File: src/rtl/sram_port_arb.sv
`default_nettype none
// ============================================================================
// Module      : sram_port_arb
// Description : Shares one single-port 16Kx32 SRAM between the instruction
//               fetch port (IFU) and the load/store port (LSU). The LSU has
//               fixed priority. An age counter bounds how long the IFU can
//               be starved. Sub-word stores are turned into read-modify-write
//               sequences because the SRAM has no byte enables.
// Revision    : 1.0 - initial release
// ============================================================================
module sram_port_arb #(
    parameter int IFU_MAX_WAIT = 4,
    parameter int CNT_W        = 3
) (
    input  logic        clk_i,
    input  logic        rst_n_i,
    // instruction fetch port
    input  logic        ifu_req_i,
    input  logic [31:0] ifu_addr_i,
    output logic        ifu_gnt_o,
    output logic        ifu_rvalid_o,
    output logic [31:0] ifu_rdata_o,
    // load/store port
    input  logic        lsu_req_i,
    input  logic        lsu_we_i,
    input  logic [3:0]  lsu_be_i,
    input  logic [31:0] lsu_addr_i,
    input  logic [31:0] lsu_wdata_i,
    output logic        lsu_gnt_o,
    output logic        lsu_rvalid_o,
    output logic [31:0] lsu_rdata_o,
    // SRAM side
    output logic        mem_en_o,
    output logic        mem_wen_o,
    output logic [31:0] mem_addr_o,
    output logic [31:0] mem_wdata_o,
    input  logic [31:0] mem_rdata_i
);

    localparam logic [CNT_W-1:0] C_MAX_WAIT = CNT_W'(IFU_MAX_WAIT);

    typedef enum logic [0:0] {
        S_IDLE   = 1'b0,
        S_RMW_WR = 1'b1
    } state_t;

    state_t            r_state;
    logic [CNT_W-1:0]  r_wait_cnt;
    logic [31:0]       r_rmw_addr;
    logic [3:0]        r_rmw_be;
    logic [31:0]       r_rmw_wdata;
    logic              r_ifu_rvalid;
    logic              r_lsu_rvalid;

    logic              w_idle;
    logic              w_ifu_wins;
    logic              w_ifu_gnt;
    logic              w_lsu_gnt;
    logic              w_lsu_full;
    logic              w_lsu_empty;
    logic              w_lsu_part;
    logic              w_rmw_active;
    logic [31:0]       w_merge;

    // Grants are only possible in IDLE and never while reset is asserted,
    // so every combinational output is forced low during reset.
    assign w_idle       = (r_state == S_IDLE) && rst_n_i;
    assign w_rmw_active = (r_state == S_RMW_WR) && rst_n_i;

    // IFU wins once it has waited long enough, or whenever LSU is silent.
    assign w_ifu_wins = ifu_req_i && ((r_wait_cnt >= C_MAX_WAIT) || !lsu_req_i);
    assign w_ifu_gnt  = w_idle && w_ifu_wins;
    assign w_lsu_gnt  = w_idle && lsu_req_i && !w_ifu_wins;

    assign w_lsu_full  = lsu_we_i && (lsu_be_i == 4'hF);
    assign w_lsu_empty = lsu_we_i && (lsu_be_i == 4'h0);
    assign w_lsu_part  = lsu_we_i && !w_lsu_full && !w_lsu_empty;

    // Byte-lane merge of the saved store data over the word read in the
    // grant cycle (which arrives on mem_rdata_i during RMW_WR).
    for (genvar g = 0; g < 4; g++) begin : g_lane
        assign w_merge[8*g +: 8] = r_rmw_be[g] ? r_rmw_wdata[8*g +: 8]
                                               : mem_rdata_i[8*g +: 8];
    end

    assign ifu_gnt_o    = w_ifu_gnt;
    assign lsu_gnt_o    = w_lsu_gnt;
    assign ifu_rvalid_o = r_ifu_rvalid;
    assign lsu_rvalid_o = r_lsu_rvalid;
    assign ifu_rdata_o  = r_ifu_rvalid ? mem_rdata_i : 32'h0;
    assign lsu_rdata_o  = r_lsu_rvalid ? mem_rdata_i : 32'h0;

    // SRAM command: merge-write in RMW_WR, otherwise whichever port was granted.
    always_comb begin
        mem_en_o    = 1'b0;
        mem_wen_o   = 1'b0;
        mem_addr_o  = 32'h0;
        mem_wdata_o = 32'h0;
        if (w_rmw_active) begin
            mem_en_o    = 1'b1;
            mem_wen_o   = 1'b1;
            mem_addr_o  = r_rmw_addr;
            mem_wdata_o = w_merge;
        end else if (w_ifu_gnt) begin
            mem_en_o    = 1'b1;
            mem_addr_o  = ifu_addr_i;
        end else if (w_lsu_gnt && !w_lsu_empty) begin
            // partial stores issue a plain read here; the write follows
            mem_en_o    = 1'b1;
            mem_wen_o   = w_lsu_full;
            mem_addr_o  = lsu_addr_i;
            mem_wdata_o = w_lsu_full ? lsu_wdata_i : 32'h0;
        end
    end

    // FSM: a granted partial store captures its fields and spends one cycle in RMW_WR.
    always_ff @(posedge clk_i or negedge rst_n_i) begin
        if (!rst_n_i) begin
            r_state     <= S_IDLE;
            r_rmw_addr  <= 32'h0;
            r_rmw_be    <= 4'h0;
            r_rmw_wdata <= 32'h0;
        end else begin
            case (r_state)
                S_IDLE: begin
                    if (w_lsu_gnt && w_lsu_part) begin
                        r_state     <= S_RMW_WR;
                        r_rmw_addr  <= lsu_addr_i;
                        r_rmw_be    <= lsu_be_i;
                        r_rmw_wdata <= lsu_wdata_i;
                    end
                end
                S_RMW_WR: r_state <= S_IDLE;
                default:  r_state <= S_IDLE;
            endcase
        end
    end

    // IFU age counter: counts refused cycles, saturating, cleared on grant or idle request.
    always_ff @(posedge clk_i or negedge rst_n_i) begin
        if (!rst_n_i) begin
            r_wait_cnt <= '0;
        end else if (ifu_req_i && !w_ifu_gnt) begin
            if (r_wait_cnt < C_MAX_WAIT) begin
                r_wait_cnt <= r_wait_cnt + CNT_W'(1);
            end
        end else begin
            r_wait_cnt <= '0;
        end
    end

    // Read-data valid flags trail the read grant by one cycle (stores never return data).
    always_ff @(posedge clk_i or negedge rst_n_i) begin
        if (!rst_n_i) begin
            r_ifu_rvalid <= 1'b0;
            r_lsu_rvalid <= 1'b0;
        end else begin
            r_ifu_rvalid <= w_ifu_gnt;
            r_lsu_rvalid <= w_lsu_gnt && !lsu_we_i;
        end
    end

endmodule
`default_nettype wire
File: config.mk
export PLATFORM = sky130hd
export DESIGN_NAME = sram_port_arb
export DESIGN_NICKNAME = d
export VERILOG_FILES = /design/src/rtl/sram_port_arb.sv
export SDC_FILE = /design/constraint.sdc
export NUM_CORES = 1
export LEC_CHECK = 0
export CAP_MARGIN = 10
export CORE_MARGIN = 2
export CORE_UTILIZATION = 25
export CTS_CLUSTER_SIZE = 30
export DETAILED_ROUTE_END_ITERATION = 6
export GPL_TIMING_DRIVEN = 0
export PLACE_DENSITY_LB_ADDON = 0.12
export SYNTH_ARGS = -nofsm -noshare
export SYNTH_HDL_FRONTEND = slang
export SYNTH_SLANG_ARGS = --single-unit
File: constraint.sdc
create_clock -name clk_i -period 4.3 [get_ports clk_i]
set_input_delay 1.29 -clock clk_i [delete_from_list [all_inputs] [get_ports clk_i]]
set_output_delay 1.29 -clock clk_i [all_outputs]
set_load 0.02 [all_outputs]
After elaboration in Yosys (flattened, before gate mapping) --
Index checks and enable logic that the tools add are counted. Widths: inputs -> output; s select.
Storage, ports and cells: register bits after elaboration 74, bits of input ports 137, word-level logic and storage cells 59
Cells by class: add/subtract/negate cells 1, magnitude comparators 2, equal/unequal tests 2, multiplexer cells 23, bitwise gates (word level) 1, reductions and logical operators 23
Operator list (count):
- $mux 32 | 9
- $mux 8 | 4
- $logic_and 1x1->1 | 14
- $mux 1 | 7
- $logic_not 1->1 | 6
- $mux 3 | 2
- $eq 4x4->1 const B | 1
- $logic_not 4->1 | 1
- $add 3x1->3 const B | 1
- $ge 3x3->1 const B | 1
- $lt 3x3->1 const B | 1
- $ne 2x1->1 const B | 1
- $pmux 1 s2 | 1
- $reduce_and 2->1 | 1
- $logic_or 1x1->1 | 1
- $not 1->1 | 1

Longest topological paths before layout --
Gate-level depths: netlist of the first run.
depth after elaboration 9, depth in mapped cells 7, mapped depth without buffers 4

Worst setup path after synthesis of the first run --
No wires, ideal clock.
path type input to output, start input port rst_n_i, end output port mem_addr_o[10], arrival 2.488 ns, data required time 3.010 ns, slack 0.522 ns, stages on the path 7, path buffers 3, path through nor2b_1 > and3_1 > buf_6 > and2_1 > buf_2 > buf_6 > a221o_1
Between the ends: word-level cells in the longest chain between the ends 7, elaborated cells between the ends (all ways) 9
RTL lines:
- start: declaration | line 16 | input logic rst_n_i,
- $logic_and 1x1->1 | line 67 | assign w_idle = (r_state == S_IDLE) && rst_n_i;
- $logic_and 1x1->1 (2 in a row) | line 73 | assign w_lsu_gnt = w_idle && lsu_req_i && !w_ifu_wins;
- via lsu_gnt_o | line 29 | output logic lsu_gnt_o,
- $logic_and 1x1->1 | line 107 | end else if (w_lsu_gnt && !w_lsu_empty) begin
- $mux 32 | line 107
- $mux 32 | line 104 | end else if (w_ifu_gnt) begin
- $mux 32 | line 99 | if (w_rmw_active) begin
- end: declaration | line 35 | output logic [31:0] mem_addr_o,
The timed path passes the listed nets, and every way through them passes these cells.

Worst setup path in the final report of the first run --
start input port lsu_be_i[0], end output port mem_wdata_o[1]
Between the ends: word-level cells in the longest chain between the ends 7, elaborated cells between the ends (all ways) 10
RTL lines:
- start: declaration | line 26 | input logic [3:0] lsu_be_i,
- $logic_not 4->1 | line 76 | assign w_lsu_empty = lsu_we_i && (lsu_be_i == 4'h0);
- $logic_and 1x1->1 | line 76
- $logic_not 1->1 | line 107
- $logic_and 1x1->1 | line 107
- $mux 32 (*) | line 107
- $mux 32 (*) | line 104
- $mux 32 (*) | line 99
- end: declaration | line 36 | output logic [31:0] mem_wdata_o,
Mark *: on every way between the ends. The rest lies on a longest branch, timed or not.

==> results.yml, run 1 <==
synth:
  synthXorXnorAreaFrac: 0.00193
  synth.distinct_cells: 24
  yosys.area_share.adder: 0.00275
  yosysWarnings: 0
  synth_compound_area_frac: 0.134
  synth_area_um2: 4550
  synth_mux_area_frac: 0.248
  synthFlopType: "dfrtp_1"
  postSynth.asyncResetShare: 1.00
  synth_seq_cells: 74
  synth_top_family_by_area: "multiplexers"
  netlist_instances: 398
  syn_nets: 536
  synth_edf_count: 0
  ys_seq_area_frac: 0.407
  synth_area_per_cell_um2: 11.4
  synth-simple-area-share: 0.160
grt:
  antenna_found_initial: 1
  grt_overflow_total: 0
  grt_max_degree: 24
  grt_pass1_wl_mm: 25.0
  grt_use_total: 0.163
  grt_pass1_vias: 4512
die:
  num_rows: 49
  initial_core_util: 0.254
  die-area_um2: 19300
  die_h_um: 139
  coreArea_um2: 17900
  io-pin-count: 271
  die_x_um: 139
timing:
  fin_skew_ns: 0.00361
  clock.fmax_mhz: 240
  worst_slew_margin_rel: 0.532
  hold_viol: 0
  layout_setup_ws_ns: 0.136
  min_period_over_period: 0.968
  setup_violations: 0
  worstMarginPinSlew_ns: 0.702
  final_max_slew_viol_count: 0
  hold_ws_ns: 0.497
  period_needed_ns: 4.16
  rsz0062_at_grt: "no"
power_and_ir_drop:
  total_power_mw: 2.67
  p_switching_mw: 0.691
  internal_power_mw: 1.98
  p_leak_nw: 3.58
  powerDensity_nw_per_um2: 341
  switching_share: 0.259
  power_frac_comb: 0.279
  vdd_drop_max_uv: 170
  p_clk_frac: 0.364
  seq_power_share: 0.356
routing:
  vias: 4326
  drc: 0
  wirelength_mm: 16.0
  antenna_left: 0
  vias_per_cell: 4.72
  wl_per_cell_um: 17.5
  drtIter0Drc: 99
  first_pass_iters: 5
setup_path:
  arrival_ns: 2.87
  cp.required_ns: 3.01
  crit_fanout: 10
  worstSetupEndpointType: "output pin"
  reg2reg_setup_slack_ns: 2.42
  critPathKind: "input port to output pin"
  start_kind: "input port"
outcome:
  status: "finished clean"
layout:
  multi_input_comb_area_um2: 2500
  syn2layout_area_growth_pct: 72.1
  seq_area_um2: 1850
  layout-drive-gt1-share: 0.258
  n_fill_cell: 1726
  nNetsFinal: 820
cts:
  cts.htree.levels: 3
  clock_latency_ns: 0.33
  clock_sinks: 74
  clkTransAtPathRegs_ns: 0.06
  cts_tree: "yes"
  cts_buffers: 9
  holdBufCountCts: 0
  clk_path_buf_depth: 2
  cts-root-buf: "clkbuf_16"
job:
  drv_cap: 0
placed_design:
  port_buffers: 270
  post-dp-hpwl_mm: 12.1
  place_ws_ns: -1.08
  gp_congestion: 0.760
min_path:
  hold_path_class: "register to register"
cell usage in the layout, fill, tap and decap left out, types with 2 or more instances in the layout:
cell type,n
buf_6,9
bufinv_16,4
mux2i_1,33
buf_1,4
clkdlybuf4s50_1,198
clkbuf_2,3
o2bb2ai_1,32
nor2_1,4
dlygate4sd2_1,2
nand2_1,3
mux2_4,9
clkbuf_16,9
dfrtp_1,74
a221o_1,32
buf_2,58
mux2_2,59
dlymetal6s2s_1,4
clkbuf_8,3
buf_16,2
and2_1,64
and3_1,34
buf_4,9
clkdlybuf4s15_2,2
bufbuf_16,3
clkbuf_1,15
nand2b_1,3
clkdlybuf4s15_1,2
layout make-up:
cell class                      instances  share of cell area
Buffer                                 37              0.0281
Multi-Input combinational cell        284               0.319
Sequential cell                        74               0.236
Tap cell                              229              0.0366
Clock inverter                          4              0.0153
Antenna cell                            1            0.000320
Timing Repair Buffer                  275               0.329
Clock buffer                           12              0.0340
Inverter                                1            0.000479
worst paths after layout:
path,start,cells past startpoint,end
worst max-delay path,lsu_be_i[0],7,mem_wdata_o[1]
worst min-delay path,r_rmw_addr[18],1,r_rmw_addr[18]
worst max register to register,r_state,7,r_rmw_addr[25]
worst min register to register,r_rmw_addr[18],1,r_rmw_addr[18]
max in group asynchronous,rst_n_i,2,r_rmw_addr[18]
min in group asynchronous,rst_n_i,1,r_rmw_addr[28]
synth_stat cells (2+ instances only):
master | count | area [um2]
mux2_2 | 59 | 664
nor2b_1 | 2 | 12.5
nor2_1 | 4 | 15.0
buf_6 | 6 | 67.6
o2bb2ai_1 | 32 | 280
a221o_1 | 32 | 320
mux2i_1 | 33 | 330
mux2_4 | 9 | 135
and3_1 | 35 | 219
buf_1 | 4 | 15.0
buf_2 | 11 | 55.1
nand2b_1 | 3 | 18.8
nand2_1 | 3 | 11.3
clkbuf_1 | 18 | 67.6
and2_1 | 65 | 407
dfrtp_1 | 74 | 1850
layer usage:
layer | GRT usage | vias up | share of wire
met2 | 0.281 | 170 | 0.48
met3 | 0.0439 | 16 | 0.067
li1 | - | 2054 | -
met4 | 0.0473 | 0 | 0.015
met5 | 0 | - | 0
met1 | 0.201 | 2086 | 0.43
state kept, by name (all words and copies together) (netlist names):
register      cells
r_rmw_addr       32
r_rmw_wdata      32
r_rmw_be          4
r_wait_cnt        3
ifu_rvalid_o      1
lsu_rvalid_o      1
r_state           1
kinds of logic after synthesis:
group                      after synthesis
muxes                                  101
and+or+nand+nor                        116
adders and majority gates                1
AOI/OAI and AO/OA                       65
xor gates and xnor gates                 1
buffers and inverters                   40
DFF                                     74
power groups by stage:
stage / clock network (mW) / registers [mW] / logic [mW]
CTS: 1.00 / 0.950 / 0.757
finish: 0.972 / 0.951 / 0.745
floorplan: 0 / 0.934 / 0.446
global route: 1.03 / 0.972 / 0.807
global placement: 0 / 0.953 / 0.754
detailed placement: 0 / 0.962 / 0.771
worst max-delay path, cell delays in order:
cell             delay (ns)
clkdlybuf4s50_1        0.52
and4_1                 0.24
and3_1                 0.16
clkbuf_4               0.18
buf_6                  0.16
o2bb2ai_1              0.13
buf_2                  0.19
stage by stage:
step	util	setup TNS [ns]	cell area (um2)	instances
5_1_grt	0.437	0	7830	916
2_1_floorplan	-	0	4550	398
6_report	0.437	0	7830	917
4_1_cts	0.434	0	7780	916
3_5_place_dp	0.422	-62.29	7560	898
3_3_place_gp	0.421	-450.88	7540	897
timing repair:
| item | 4_1_cts | 5_1_grt |
|---|---|---|
| pin swaps | 1 | 3 |
| cloned | 3 | 0 |
| setup endpoints to repair | 68 | 65 |
| buffers inserted | 1 | 0 |
| gates resized for setup | 264 | 21 |
Power figures use the tool's default switching activity.
==> run 2: changes to the inputs <==
--- a/config.mk
+++ b/config.mk
@@ -5,13 +5,13 @@
 export SDC_FILE = /design/constraint.sdc
 export NUM_CORES = 1
 export LEC_CHECK = 0
+export ABC_AREA = 1
 export CAP_MARGIN = 10
 export CORE_MARGIN = 2
 export CORE_UTILIZATION = 25
 export CTS_CLUSTER_SIZE = 30
 export DETAILED_ROUTE_END_ITERATION = 6
 export GPL_TIMING_DRIVEN = 0
-export PLACE_DENSITY_LB_ADDON = 0.12
 export SYNTH_ARGS = -nofsm -noshare
 export SYNTH_HDL_FRONTEND = slang
 export SYNTH_SLANG_ARGS = --single-unit
==> run 2 against run 1 <==
Effect of this change: routed wire length increased by 43%; highest routed layer unchanged; critical path depth up 2; synthesized cell count grew 110%; hold slack better by 0.049 ns; maximum frequency down 2.6%; final cell count up 54%; register-to-register slack improved by 0.27 ns; total power down 6.9%.
==> results.yml, run 2 <==
placed_design:
  post-dp-hpwl_mm: 17.2
  port_buffers: 270
  gp_congestion: 0.825
  placed_cell_area_um2: 8660
timing:
  min_period_over_period: 0.994
  worstMarginPinSlew_ns: 0.617
  fin_skew_ns: 0.00251
  setup_violations: 0
  worst_slew_margin_rel: 0.588
  period_needed_ns: 4.28
  hold_ws_ns: 0.545
  hold_viol: 0
  final_max_slew_viol_count: 0
  clock.fmax_mhz: 234
  rsz0062_at_grt: "yes"
synth:
  synthTopCellsByCount: "238 x nand2_1, 141 x inv_1, 74 x dfrtp_1"
  yosys.area.top_type: "dfrtp_1"
  yosysWarnings: 0
  synth_top_cell_area_share: 0.332
  synth_seq_cells: 74
  synth.distinct_cells: 24
  synth.area.top_cells: "dfrtp_1 33%, nand2_1 16%, inv_1 9.5%, o21bai_1 9.2%, nand4_1 7.6%"
  yosysMostFrequentCell: "nand2_1"
  synth_area_per_cell_um2: 6.59
  synth_area_um2: 5580
  synthFlopType: "dfrtp_1"
  netlist_instances: 847
  postSynth.asyncResetShare: 1.00
  synth_edf_count: 0
  syn_nets: 985
  ys_seq_area_frac: 0.332
grt:
  grt_use_total: 0.194
  grt_max_degree: 39
  grt_pass1_wl_mm: 36.3
  grt_overflow_total: 0
  antenna_found_initial: 0
  grt_pass1_vias: 6550
die:
  io-pin-count: 271
  num_rows: 54
  die_x_um: 153
  die-area_um2: 23500
  die_h_um: 153
  initial_core_util: 0.255
  coreArea_um2: 21900
layout:
  layout_commonest_cell: "nand2_1"
  syn2layout_area_growth_pct: 58.5
  nNetsFinal: 1269
  final_area_um2: 8840
  layout-drive-gt1-share: 0.121
  mostFrequentLayoutCells: "237 x nand2_1, 201 x clkdlybuf4s50_1, 140 x inv_1"
  top_regs: "r_rmw_addr (32), r_rmw_wdata (32), r_rmw_be (4)"
  n_fill_cell: 2409
  antenna_cells: 0
cts:
  holdBufCountCts: 0
  cts-root-buf: "clkbuf_16"
  clock_latency_ns: 0.34
  clock_sinks: 74
  cts.htree.levels: 3
  cts_tree: "yes"
  clk_path_buf_depth: 2
  clkTransAtPathRegs_ns: 0.06
  cts_buffers: 9
routing:
  drtIter0Drc: 312
  drc: 0
  wl_per_cell_um: 16.2
  vias: 6564
  first_pass_iters: 6
  wirelength_mm: 22.9
  antenna_left: 0
  vias_per_cell: 4.64
power_and_ir_drop:
  p_clk_frac: 0.294
  p_switching_mw: 0.815
  internal_power_mw: 1.67
  power_frac_comb: 0.335
  p_leak_nw: 4.44
  powerDensity_nw_per_um2: 281
  total_power_mw: 2.49
  seq_power_share: 0.371
  vdd_drop_max_uv: 171
  switching_share: 0.328
setup_path:
  cp.required_ns: 3.01
  crit_fanout: 10
  crit_path_top_delay_cell: "clkdlybuf4s50_1"
  arrival_ns: 2.99
  worstSetupEndpointType: "output pin"
  critPathKind: "input port to output pin"
  start_kind: "input port"
  max_stage_delay_ns: 0.52
  cp_cell_sequence: "clkdlybuf4s50_1, nand2_1, inv_1, nand2_2, nor2_4, buf_8, nand2_1, o21ai_0, clkdlybuf4s15_2"
  critPathMostFrequentCell: "nand2_1"
outcome:
  status: "finished clean"
job:
  drv_cap: 0
min_path:
  hold_path_class: "register to register"
-- run 2: routing by layer --
layer | vias to the layer above | global-route usage | routed length [um]
met3 | 21 | 0.0451 | 1580
met4 | 0 | 0.0476 | 351
met2 | 251 | 0.329 | 10900
li1 | 3288 | - | -
met5 | - | 0 | 0
met1 | 3004 | 0.251 | 10100
-- run 2: path summary, 6_finish.rpt --
check,from,to,slack [ns],cells after the start
setup / recovery,lsu_be_i[3],mem_wdata_o[24],0.02,9
hold / removal,r_wait_cnt[1],r_wait_cnt[1],0.55,2
setup reg to reg,r_wait_cnt[2],r_rmw_addr[26],2.69,5
hold reg to reg,r_wait_cnt[1],r_wait_cnt[1],0.55,2
max in group asynchronous,rst_n_i,r_rmw_wdata[26],2.96,2
min in group asynchronous,rst_n_i,r_rmw_wdata[18],0.80,1
-- run 2: per-stage QoR --
stage / worst slack, ns / TNS (ns) / util / cells
floorplan: 0.692 / 0 / - / 847
global placement: -4.53 / -488.63 / 0.394 / 1397
detailed placement: -0.967 / -54.10 / 0.395 / 1398
CTS: -0.0362 / -0.0680 / 0.412 / 1416
global route: -0.0440 / -0.111 / 0.404 / 1416
finish: 0.0238 / 0 / 0.404 / 1416
-- run 2: final cells by class --
cell class | count | area (um2) | area share
clock inverter | 2 | 10.0 | 0.00113
multi-input combinational | 558 | 2790 | 0.315
timing repair buffer | 273 | 2560 | 0.290
tap | 280 | 350 | 0.0396
sequential | 74 | 1850 | 0.209
buffer | 72 | 469 | 0.0531
clock buffer | 14 | 274 | 0.0310
inverter | 143 | 539 | 0.0610
-- run 2: critical path: cells and delay by family --
kind | cells | cell delay (ns)
AO/OA/AOI/OAI | 1 | 0.16
buffers and inverters | 4 | 1.06
AND/OR/NAND/NOR | 4 | 0.47
-- run 2: cell families after synthesis --
logic type | count (synthesis) | synth area share
buf+inv | 215 | 0.169
xor+xnor | 1 | 0.00157
compound gates | 167 | 0.181
simple gates | 389 | 0.314
fa+ha+maj | 1 | 0.00224
flops | 74 | 0.332
-- run 2: power by group through the flow --
stage               Clock [mW]  Sequential [mW]  Combinational [mW]
finish                   0.730            0.923               0.833
global route             0.779            0.944               0.933
CTS                      0.750            0.923               0.846
detailed placement           0            0.933               0.851
global placement             0            0.929               0.836
floorplan                    0            0.916               0.469
-- run 2: repair_timing --
| action | 4_1_cts | 5_1_grt |
|---|---|---|
| gates cloned | 1 | 0 |
| resized for setup | 173 | 99 |
| endpoints found under the hold margin | 0 | 0 |
| endpoints found under the setup margin | 68 | 57 |
| pin swaps | 1 | 2 |
| setup buffers | 1 | 0 |
==> run 3: changes to the inputs <==
--- a/config.mk
+++ b/config.mk
@@ -7,11 +7,14 @@
 export LEC_CHECK = 0
 export ABC_AREA = 1
 export CAP_MARGIN = 10
+export CELL_PAD_IN_SITES_DETAIL_PLACEMENT = 2
+export CELL_PAD_IN_SITES_GLOBAL_PLACEMENT = 2
 export CORE_MARGIN = 2
-export CORE_UTILIZATION = 25
+export CORE_UTILIZATION = 22
 export CTS_CLUSTER_SIZE = 30
 export DETAILED_ROUTE_END_ITERATION = 6
 export GPL_TIMING_DRIVEN = 0
+export PLACE_DENSITY_LB_ADDON = 0.1
 export SYNTH_ARGS = -nofsm -noshare
 export SYNTH_HDL_FRONTEND = slang
 export SYNTH_SLANG_ARGS = --single-unit
==> run 3 against run 2 <==
Effect of this change: critical endpoint is now mem_wdata_o[26]; clock-buffer cell count is 3 lower; sequential share of layout area is 0.38 points lower; clock skew is 0.0057 ns higher; total power is 1.3% higher; sequential cell count stayed put; via count is 2.9% higher; final cell count is 3.7% higher; first-iteration DRC count is 26% lower; routed wire length is 15% higher; final area is 1.9% higher; critical path depth stayed put.
==> results.yml, run 3 (synthesis results as in run 2) <==
routing:
  wl_met3_mm: 1.50
  wirelength_mm: 26.5
  antenna_left: 0
  drtIter0Drc: 230
  first_pass_iters: 4
  top_layer: "met4"
  drc: 0
  wl_per_cell_um: 18.0
  vias_per_cell: 4.60
  vias: 6753
  wl_met1_mm: 11.9
  route.met2.wl_mm: 12.9
timing:
  rsz0062_at_grt: "yes"
  min_period_over_period: 0.985
  fin_setup_tns_ns: 0
  worstMarginPinSlew_ns: 0.570
  clock.fmax_mhz: 236
  fin_skew_ns: 0.00823
  setup_violations: 0
  worst_slew_margin_rel: 0.620
  hold_viol: 0
  final_max_slew_viol_count: 0
  period_needed_ns: 4.24
min_path:
  hold_start: "r_wait_cnt[1]"
  whs_path_depth: 2
  hold_path_class: "register to register"
  min_to: "r_wait_cnt[1]"
placed_design:
  post-dp-hpwl_mm: 20.4
  port_buffers: 270
  gp_congestion: 0.724
  placed_cell_area_um2: 8720
cts:
  clkTransAtPathRegs_ns: 0.06
  cts.htree.levels: 3
  cts-root-buf: "clkbuf_16"
  cts_buffers: 9
  holdBufCountCts: 0
  clock_sinks: 74
  cts_tree: "yes"
  clock_latency_ns: 0.35
  clk_path_buf_depth: 2
outcome:
  status: "finished clean"
die:
  die_h_um: 163
  io-pin-count: 271
  die_x_um: 163
  coreArea_um2: 25000
  die-area_um2: 26600
  initial_core_util: 0.223
  num_rows: 58
setup_path:
  r2r_end: "r_rmw_addr[27]"
  worstSetupEndpointType: "output pin"
  arrival_ns: 2.95
  critPathKind: "input port to output pin"
  critPathMostFrequentCell: "nand2_1"
  r2r-start: "r_state"
  cp_cell_sequence: "clkdlybuf4s50_1, nand2_1, inv_1, nand2_2, nor2_4, buf_8, nand2_1, o21ai_1, clkdlybuf4s15_2"
  crit_fanout: 10
  critPathTopFamily: "buffers and inverters"
  cp.required_ns: 3.01
  max_stage_delay_ns: 0.53
  crit_path_top_delay_cell: "clkdlybuf4s50_1"
  reg2reg_setup_slack_ns: 2.60
  critPathBufInv: 4
  start_kind: "input port"
  worst_r2r_path_depth: 7
layout:
  mostFrequentLayoutCells: "237 x nand2_1, 199 x clkdlybuf4s50_1, 141 x inv_1"
  layout_commonest_cell: "nand2_1"
  top_regs: "r_rmw_addr (32), r_rmw_wdata (32), r_rmw_be (4)"
  syn2layout_area_growth_pct: 61.5
  nNetsFinal: 1270
  final_area_um2: 9010
  layout-drive-gt1-share: 0.113
grt:
  grt_overflow_total: 0
  grt_pass1_vias: 7335
  antenna_found_initial: 1
  grt_max_degree: 36
  grt_use_total: 0.199
  grt_pass1_wl_mm: 41.6
power_and_ir_drop:
  total_power_mw: 2.52
  p_leak_nw: 4.46
  powerDensity_nw_per_um2: 279
  vdd_drop_max_uv: 181
job:
  drv_cap: 0
==> run 3: changes by cell type in the layout (fill, tap and decap cells not counted), moves of 2 or more <==
cell	before	now
clkbuf_2	33	9
clkbuf_4	4	6
clkinvlp_4	0	2
o21ai_0	53	46
clkdlybuf4s50_1	201	199
buf_6	15	13
buf_4	14	24
clkdlybuf4s15_2	10	12
buf_2	30	32
clkbuf_8	3	1
clkdlybuf4s15_1	5	15
o21ai_1	12	19
==> run 3: worst max-delay path by stage <==
stage | cells past startpoint | slack (ns) | to | from
CTS | 7 | -0.09 | mem_wdata_o[16] | lsu_req_i
floorplan | 7 | 0.69 | mem_wdata_o[22] | lsu_be_i[2]
detailed placement | 8 | -1.03 | mem_addr_o[26] | rst_n_i
global placement | 7 | -4.80 | mem_addr_o[27] | rst_n_i
global route | 8 | -0.09 | mem_addr_o[2] | lsu_be_i[3]
finish | 9 | 0.06 | mem_wdata_o[26] | lsu_be_i[2]
==> run 3: worst min-delay path, cell delays in order, from the launching register on <==
cell     delay (ns)
dfrtp_1        0.39
nand2_1        0.07
a21oi_1        0.06
==> run 3: area by class of cell <==
type	count	area (um2)
clock inverter	5	30.0
inverter	143	539
tap	330	413
buffer	72	479
antenna	1	2.50
fill	3018	16000
timing repair buffer	274	2660
clock buffer	11	243
sequential	74	1850
multi-input combinational	558	2800
==> run 3: power breakdown <==
group | total [mW] | switching, mW | internal, mW
Combinational | 0.860 | 0.476 | 0.384
Sequential | 0.926 | 0.0699 | 0.856
Clock | 0.731 | 0.326 | 0.404
Total | 2.52 | 0.872 | 1.65
==> run 3: per-stage QoR <==
step / utilization / hold slack (ns) / std cells / setup WS [ns]
2_1_floorplan: - / 0.514 / 847 / 0.692
3_3_place_gp: 0.347 / 0.528 / 1447 / -4.80
3_5_place_dp: 0.348 / 0.561 / 1448 / -1.03
4_1_cts: 0.364 / 0.570 / 1465 / -0.0862
5_1_grt: 0.360 / 0.583 / 1467 / -0.0872
6_report: 0.360 / 0.561 / 1468 / 0.0627
==> run 3: metal layers <==
metal  vias to the layer above  track usage
li1                       3292            -
met3                         9       0.0414
met2                       192        0.353
met5                         -            0
met1                      3260        0.250
met4                         0       0.0370
==> run 3: repair_timing <==
| action | in CTS | in global routing |
|---|---|---|
| gates resized for setup | 214 | 83 |
| gates cloned | 1 | 0 |
| hold endpoints to repair | 0 | 0 |
| endpoints found under the setup margin | 68 | 61 |
| pin swaps | 1 | 2 |
| buffers inserted | 0 | 2 |
